<file path="config.mk">
export PLATFORM = sky130hd
export DESIGN_NAME = slave_port
export DESIGN_NICKNAME = d
export VERILOG_FILES = /design/src/rtl/slave_port.sv
export SDC_FILE = /design/constraint.sdc
export NUM_CORES = 1
export LEC_CHECK = 0
export CAP_MARGIN = 15
export CORE_UTILIZATION = 35
export DETAILED_ROUTE_END_ITERATION = 10
export SKIP_CTS_REPAIR_TIMING = 1
export SLEW_MARGIN = 25
export SYNTH_ARGS = -nofsm -noshare
export SYNTH_HDL_FRONTEND = slang
export SYNTH_SLANG_ARGS = --single-unit
</file>
<file path="constraint.sdc">
create_clock -name clk -period 2.2 [get_ports clk]
set_clock_uncertainty 0.15 [all_clocks]
set_input_delay 0.33 -clock clk [delete_from_list [all_inputs] [get_ports clk]]
set_output_delay 0.33 -clock clk [all_outputs]
set_load 0.005 [all_outputs]
</file>
<file path="src/rtl/slave_port.sv">
// Serial-bus slave endpoint. Deserialises a 16-bit address (MSB first), then
// either collects 8 write-data bits and strobes a single-cycle memory write,
// or requests a byte from the memory and shifts it back to the master MSB
// first. Every bus bit moves under a valid/ready handshake, and all bus-facing
// outputs are pure decodes of registered state.
module slave_port #(
    parameter int ADDR_WIDTH = 16,
    parameter int DATA_WIDTH = 8
) (
    input  logic                  clk,
    input  logic                  rstn,
    input  logic                  mode,
    input  logic                  wr_bus,
    input  logic                  master_valid,
    output logic                  slave_ready,
    output logic                  rd_bus,
    output logic                  slave_valid,
    input  logic                  master_ready,
    output logic [ADDR_WIDTH-1:0] s_addr,
    output logic [DATA_WIDTH-1:0] s_wr_data,
    output logic                  s_wr_en,
    output logic                  s_rd_en,
    input  logic [DATA_WIDTH-1:0] s_rd_data,
    input  logic                  s_rd_valid
);

    localparam int CNT_W = $clog2(ADDR_WIDTH) + 1;
    localparam logic [CNT_W-1:0] ADDR_LAST = CNT_W'(ADDR_WIDTH - 1);
    localparam logic [CNT_W-1:0] DATA_LAST = CNT_W'(DATA_WIDTH - 1);

    typedef enum logic [2:0] {
        ADDR,
        WR_DATA,
        WRITE,
        RD_REQ,
        RD_DATA
    } state_t;

    state_t                state;
    state_t                state_next;
    logic [CNT_W-1:0]      cnt;
    logic [DATA_WIDTH-1:0] rdsr;

    // State register; an asynchronous reset drops any transaction in flight.
    always_ff @(posedge clk or negedge rstn) begin
        if (!rstn) begin
            state <= ADDR;
        end else begin
            state <= state_next;
        end
    end

    // Next-state decode plus the handshake and strobe outputs, all driven from the current state.
    always_comb begin
        state_next  = state;
        slave_ready = 1'b0;
        slave_valid = 1'b0;
        s_wr_en     = 1'b0;
        s_rd_en     = 1'b0;
        case (state)
            ADDR: begin
                slave_ready = 1'b1;
                if (master_valid && (cnt == ADDR_LAST)) begin
                    state_next = mode ? WR_DATA : RD_REQ;
                end
            end
            WR_DATA: begin
                slave_ready = 1'b1;
                if (master_valid && (cnt == DATA_LAST)) begin
                    state_next = WRITE;
                end
            end
            WRITE: begin
                s_wr_en    = 1'b1;
                state_next = ADDR;
            end
            RD_REQ: begin
                s_rd_en = 1'b1;
                if (s_rd_valid) begin
                    state_next = RD_DATA;
                end
            end
            RD_DATA: begin
                slave_valid = 1'b1;
                if (master_ready && (cnt == DATA_LAST)) begin
                    state_next = ADDR;
                end
            end
            default: begin
                state_next = ADDR;
            end
        endcase
    end

    // The read line is forced low whenever no read bit is being offered.
    assign rd_bus = slave_valid & rdsr[DATA_WIDTH-1];

    // Shift registers and bit counter; each advances only on an accepted bit, so gaps just hold.
    always_ff @(posedge clk or negedge rstn) begin
        if (!rstn) begin
            cnt       <= '0;
            s_addr    <= '0;
            s_wr_data <= '0;
            rdsr      <= '0;
        end else begin
            case (state)
                ADDR: begin
                    if (master_valid) begin
                        s_addr <= {s_addr[ADDR_WIDTH-2:0], wr_bus};
                        cnt    <= (cnt == ADDR_LAST) ? '0 : cnt + CNT_W'(1);
                    end
                end
                WR_DATA: begin
                    if (master_valid) begin
                        s_wr_data <= {s_wr_data[DATA_WIDTH-2:0], wr_bus};
                        cnt       <= cnt + CNT_W'(1);
                    end
                end
                WRITE: begin
                    cnt <= '0;
                end
                RD_REQ: begin
                    if (s_rd_valid) begin
                        rdsr <= s_rd_data;
                    end
                end
                RD_DATA: begin
                    if (master_ready) begin
                        rdsr <= rdsr << 1;
                        cnt  <= (cnt == DATA_LAST) ? '0 : cnt + CNT_W'(1);
                    end
                end
                default: begin
                end
            endcase
        end
    end

endmodule

</file>
Yosys cells after proc, flatten, opt, wreduce, memory -nomap -nowiden
Index checks and enable logic that the tools add are counted.
{"block": "totals", "register_bits": 40, "out_inout_bits": 29}
{"block": "op_classes", "n_addsub": 1, "n_eq_ne": 13, "muxes": 19, "n_bitwise": 1, "reduce_logical": 12}
{"operator": "$mux W5", "n": 5}
{"operator": "$pmux W5 S4", "n": 1}
{"operator": "$mux W8", "n": 2}
{"operator": "$pmux W8 S2", "n": 1}
{"operator": "$ne A2 B2 Y1 const B", "n": 7}
{"operator": "$mux W3", "n": 4}
{"operator": "$pmux W3 S4", "n": 1}
{"operator": "$reduce_and A4 Y1", "n": 2}
{"operator": "$eq A3 B2 Y1 const B", "n": 2}
{"operator": "$add A5 B1 Y5 const B", "n": 1}
{"operator": "$eq A5 B3 Y1 const B", "n": 1}
{"operator": "$eq A5 B4 Y1 const B", "n": 1}
{"operator": "$mux W1", "n": 4}
{"operator": "$reduce_and A2 Y1", "n": 2}
{"operator": "$reduce_bool A4 Y1", "n": 1}
{"operator": "$eq A3 B1 Y1 const B", "n": 1}
{"operator": "$eq A3 B3 Y1 const B", "n": 1}
{"operator": "$logic_and A1 B1 Y1", "n": 3}
{"operator": "$logic_not A3 Y1", "n": 1}
{"operator": "$reduce_and A3 Y1", "n": 1}
{"operator": "$mux W2", "n": 1}
{"operator": "$reduce_bool A2 Y1", "n": 1}
{"operator": "$reduce_or A2 Y1", "n": 1}
{"operator": "$and A1 B1 Y1", "n": 1}

Depth between registers and ports, before layout
{"block": "depth", "ltp_word": 4, "depth_mapped": 8, "mapped_depth_nobuf": 6}

Worst setup path after synthesis
OpenSTA, ideal clock, no wires.
{"block": "synth_timing", "path_kind": "register -> register", "start": "register state[2]", "end": "register s_addr[0]", "setup_time_ns": 0.125, "arrival_time_ns": 1.565, "setup_slack_ns": 0.360, "stages_incl_launch_ff": 7, "n_path_buf": 2, "period_less_slack_ns": 1.840, "path_cell_list": "dfrtp_1 buf_4 nor2_1 nand2_1 nor2_2 buf_4 mux2_2"}
{"block": "synth_via", "elab_chain_cells": 2}
{"item": "start, declared", "line_no": "39", "rtl": "state_t state;"}
{"item": "start signal, assigned", "line_no": "49", "rtl": "state <= state_next;"}
{"item": "$logic_not A3 Y1", "line_no": "106", "rtl": "case (state)"}
{"item": "$reduce_and A2 Y1 (no line)"}
{"item": "end signal, assigned", "line_no": "109", "rtl": "s_addr <= {s_addr[ADDR_WIDTH-2:0], wr_bus};"}
{"item": "end, declared", "line_no": "19", "rtl": "output logic [ADDR_WIDTH-1:0] s_addr,"}
Every way passes these cells.
A chain may end at the register's enable or synchronous reset.

Worst setup path in the final report
{"block": "layout_timing", "start": "register state[2]", "end": "output port slave_ready"}
{"block": "layout_via", "elab_chain_cells": 3, "elab_cells_between_ends": 4, "cone_classes": "eq/ne: 1; mux: 1; reduce/logical: 2"}
{"item": "$eq A3 B1 Y1 or $logic_not A3 Y1 (tied branches)", "line_no": "60", "rtl": "case (state)"}
{"item": "$reduce_or A2 Y1 (no line) *"}
{"item": "$mux W1 *", "line_no": "60"}
{"item": "end, declared", "line_no": "15", "rtl": "output logic slave_ready,"}
Every way passes the cells marked *; elsewhere a longest branch is shown, timed or not.

==> implementation parameters <==
Parameter                              Value

Global routing
  Via count of the first global-routing pass ... 1338
  All-Layer GR Usage ... 0.146
  Global-route wire length before repair ... roughly 6100 um
  Overflow left after global routing ... 0
  Number of antenna violations at the first check in global routing ... 0
  Largest net degree at the start of global routing ... between 40 and 50

Final layout
  Fill cell total of the finished layout ... between 400 and 500
  Finished Cell Area ... 2540 um^2
  Total Nets Final ... 224
  Post-synthesis to final-layout area growth ... 36.2%
  Share of cells above drive strength 1 ... 0.255
  Antenna cells ... 0

Clocking
  Number of buffers inserted during clock tree synthesis ... 5
  # clock sinks ... 40
  Count of H-tree levels built during CTS ... 2
  Clock tree from TritonCTS ... yes
  Clk pin slew, worst setup/hold paths ... about 0.07 ns
  Clock tree root buffer cell ... sky130_fd_sc_hd__clkbuf_8
  Clock tree buffer depth ... 2
  Clk Latency, worst-skew pair ... roughly 0.29 ns

Worst hold path
  Cell depth of the worst min-delay path ... 2
  Worst Hold Class ... reg -> reg

Synthesis
  Most frequent cells after synthesis ... 40 x sky130_fd_sc_hd__dfrtp_1, 24 x sky130_fd_sc_hd__mux2_2, 14 x sky130_fd_sc_hd__nand2_1
  Predominant post-synthesis flop cell ... sky130_fd_sc_hd__dfrtp_1
  Biggest area contributors in the synthesized netlist ... sky130_fd_sc_hd__dfrtp_1 54%, sky130_fd_sc_hd__mux2_2 15%, sky130_fd_sc_hd__mux2i_1 4.3%
  Syn nets ... 172
  Warnings, synthesis ... 0
  Count of unique library cells instantiated by Yosys ... 36
  Cell type with the largest total area after synthesis ... sky130_fd_sc_hd__dfrtp_1
  #FFs+latches synth ... 40
  Share of synthesized area occupied by flip-flops and latches ... 0.537
  Number of enable flip-flop cells after synthesis ... 0
  Cells after synthesis ... between 150 and 200
  Library cell with the highest instance count after synthesis ... sky130_fd_sc_hd__dfrtp_1
  Synthesized area per cell ... about 12 um^2
  Async set-reset flop share out of synthesis ... 1.00
  Yosys top cell area share ... 0.537
  Post-synthesis instance area ... approximately 1900 um^2

Route
  Iteration-0 DRC count of the detailed router ... 84
  Count of vias placed by the detailed router ... 1350
  Routed length per placed instance ... between 10 and 15 um
  Per-cell via count in the routed design ... 4.86
  Total length of routed wires ... ~3700 um
  DRT antenna net count ... 0
  Pre-antenna DRT Iters ... 4
  Post-detailed-route DRC marker count ... 0

Die
  Vertical die dimension ... 75.0 um
  Effective utilization at floorplan ... 0.365
  Area of the placeable core ... around 5000 um^2
  IO Count ... 44
  Die X ... around 75 um
  Total Die Area ... ~5600 um^2
  Std-Cell Rows ... 26

Power and ir drop
  Max IR drop VDD ... just over 600 uV
  Leakage ... 0.00111 uW
  P per Cell Area ... around 1200 nW/um^2

Place
  Final weighted congestion in routability-driven placement ... roughly 0.83
  Placed Instance Area ... roughly 2400 um^2
  Quantity of I/O buffers inserted on ports ... 43
  Dpl hpwl ... 2680 um

Timing
  Final count of hold timing violations ... 0
  Worst slew margin relative to its limit ... 0.669
  Number of slew-limit violations in the final report ... 0
  Highest attainable clock frequency ... approximately 0.47 GHz
  Finish-stage setup viols ... 0
  Final TNS setup ... 0 ns
  Min Tclk post-route ... approximately 2.1 ns
  Final period util ... 0.968
  Measured slew at the worst slew-check pin ... roughly 0.5 ns

Setup path
  Worst path max stage delay ... ~0.54 ns
  Crit-path cells ... buf_4 -> nor2_1 -> clkdlybuf4s50_1
  Kind of launch point of the worst setup path ... register
  Highest-delay cell along the critical path ... sky130_fd_sc_hd__clkdlybuf4s50_1
  Arrival time reported for the critical path endpoint ... 1.65 ns
  Worst reg-to-reg path cell count ... 7
  Max FO, Critical Path ... 8
  Path type of the worst setup path ... reg -> out
  Data required time at the worst endpoint ... between 1.5 and 2 ns
  Nature of the critical path endpoint ... output port

Run
  Number of max-cap violations ... 0

Run status
  Status ... finished clean
## per-stage QoR
| stage | power [uW] | util | instances | worst slack [ns] | hold WS, ns |
|---|---|---|---|---|---|
| 3_3_place_gp | 2460 | 0.465 | 266 | 0.186 | 0.257 |
| 3_5_place_dp | 2510 | 0.465 | 266 | 0.134 | 0.271 |
| 5_1_grt | 3340 | 0.497 | 278 | -0.00661 | 0.360 |
| 2_1_floorplan | 1870 | - | 155 | 0.360 | -0.116 |
| 6_report | 3100 | 0.497 | 278 | 0.0714 | 0.338 |
| 4_1_cts | 3120 | 0.487 | 274 | -0.167 | -0.0510 |
## cell families after synthesis
family | Yosys count | share of synthesized area
AOI/OAI and AO/OA | 29 | 0.111
adders and majority gates | 2 | 0.0134
buffers and inverters | 12 | 0.0349
DFF | 40 | 0.537
muxes | 32 | 0.188
and+or+nand+nor | 40 | 0.115
## sequential cells by signal, summed over array words and instances, names as in the netlist
register	cells
cnt	5
rdsr	8
s_addr	16
s_wr_data	8
state	3
## layout make-up
type | instances | area, um^2 | area share
clock buffer | 5 | 68.8 | 0.0271
clock inverter | 3 | 42.5 | 0.0168
inverter | 3 | 11.3 | 0.00444
multi-input combinational | 103 | 811 | 0.320
sequential | 40 | 1000 | 0.395
tap | 70 | 87.6 | 0.0345
timing repair buffer | 54 | 513 | 0.202
## layout by cell type (no fill, tap or decap), types with 2 or more instances in the layout
master / instances
sky130_fd_sc_hd__a21oi_1: 5
sky130_fd_sc_hd__and3_1: 2
sky130_fd_sc_hd__buf_4: 10
sky130_fd_sc_hd__clkbuf_8: 5
sky130_fd_sc_hd__clkdlybuf4s50_1: 41
sky130_fd_sc_hd__dfrtp_1: 38
sky130_fd_sc_hd__dfrtp_2: 2
sky130_fd_sc_hd__ha_1: 2
sky130_fd_sc_hd__inv_1: 3
sky130_fd_sc_hd__mux2_2: 24
sky130_fd_sc_hd__mux2i_1: 8
sky130_fd_sc_hd__nand2_1: 14
sky130_fd_sc_hd__nand2b_1: 5
sky130_fd_sc_hd__nand3_1: 2
sky130_fd_sc_hd__nor2_1: 5
sky130_fd_sc_hd__o21ai_0: 13
sky130_fd_sc_hd__o21bai_1: 2
## worst paths after layout
path                          start           to  slack, ns
max in group asynchronous      rstn     state[0]       1.06
max reg2reg                state[0]       cnt[3]       0.19
min in group asynchronous      rstn      rdsr[7]       0.47
min                         rdsr[7]      rdsr[7]       0.34
max                        state[2]  slave_ready       0.07
min reg2reg                 rdsr[7]      rdsr[7]       0.34
## worst max-delay path: cells and delay by family, from the launching register on
kind          cells  cell delay [ns]
flops             1             0.47
buf+inv           2             0.70
simple gates      1             0.19
## power breakdown
part	switching, uW	total [uW]	internal (uW)
combinational	414	1190	771
clock	252	588	335
sequential	251	1320	1070
total	918	3100	2180
## metal layers
layer / track usage / wire [um] / part of all wire
met5: 0 / 0 / 0
met4: 0.0419 / 49 / 0.013
met3: 0.0562 / 254 / 0.068
met2: 0.241 / 1860 / 0.50
met1: 0.178 / 1570 / 0.42
(Power assumes the default switching activity.)
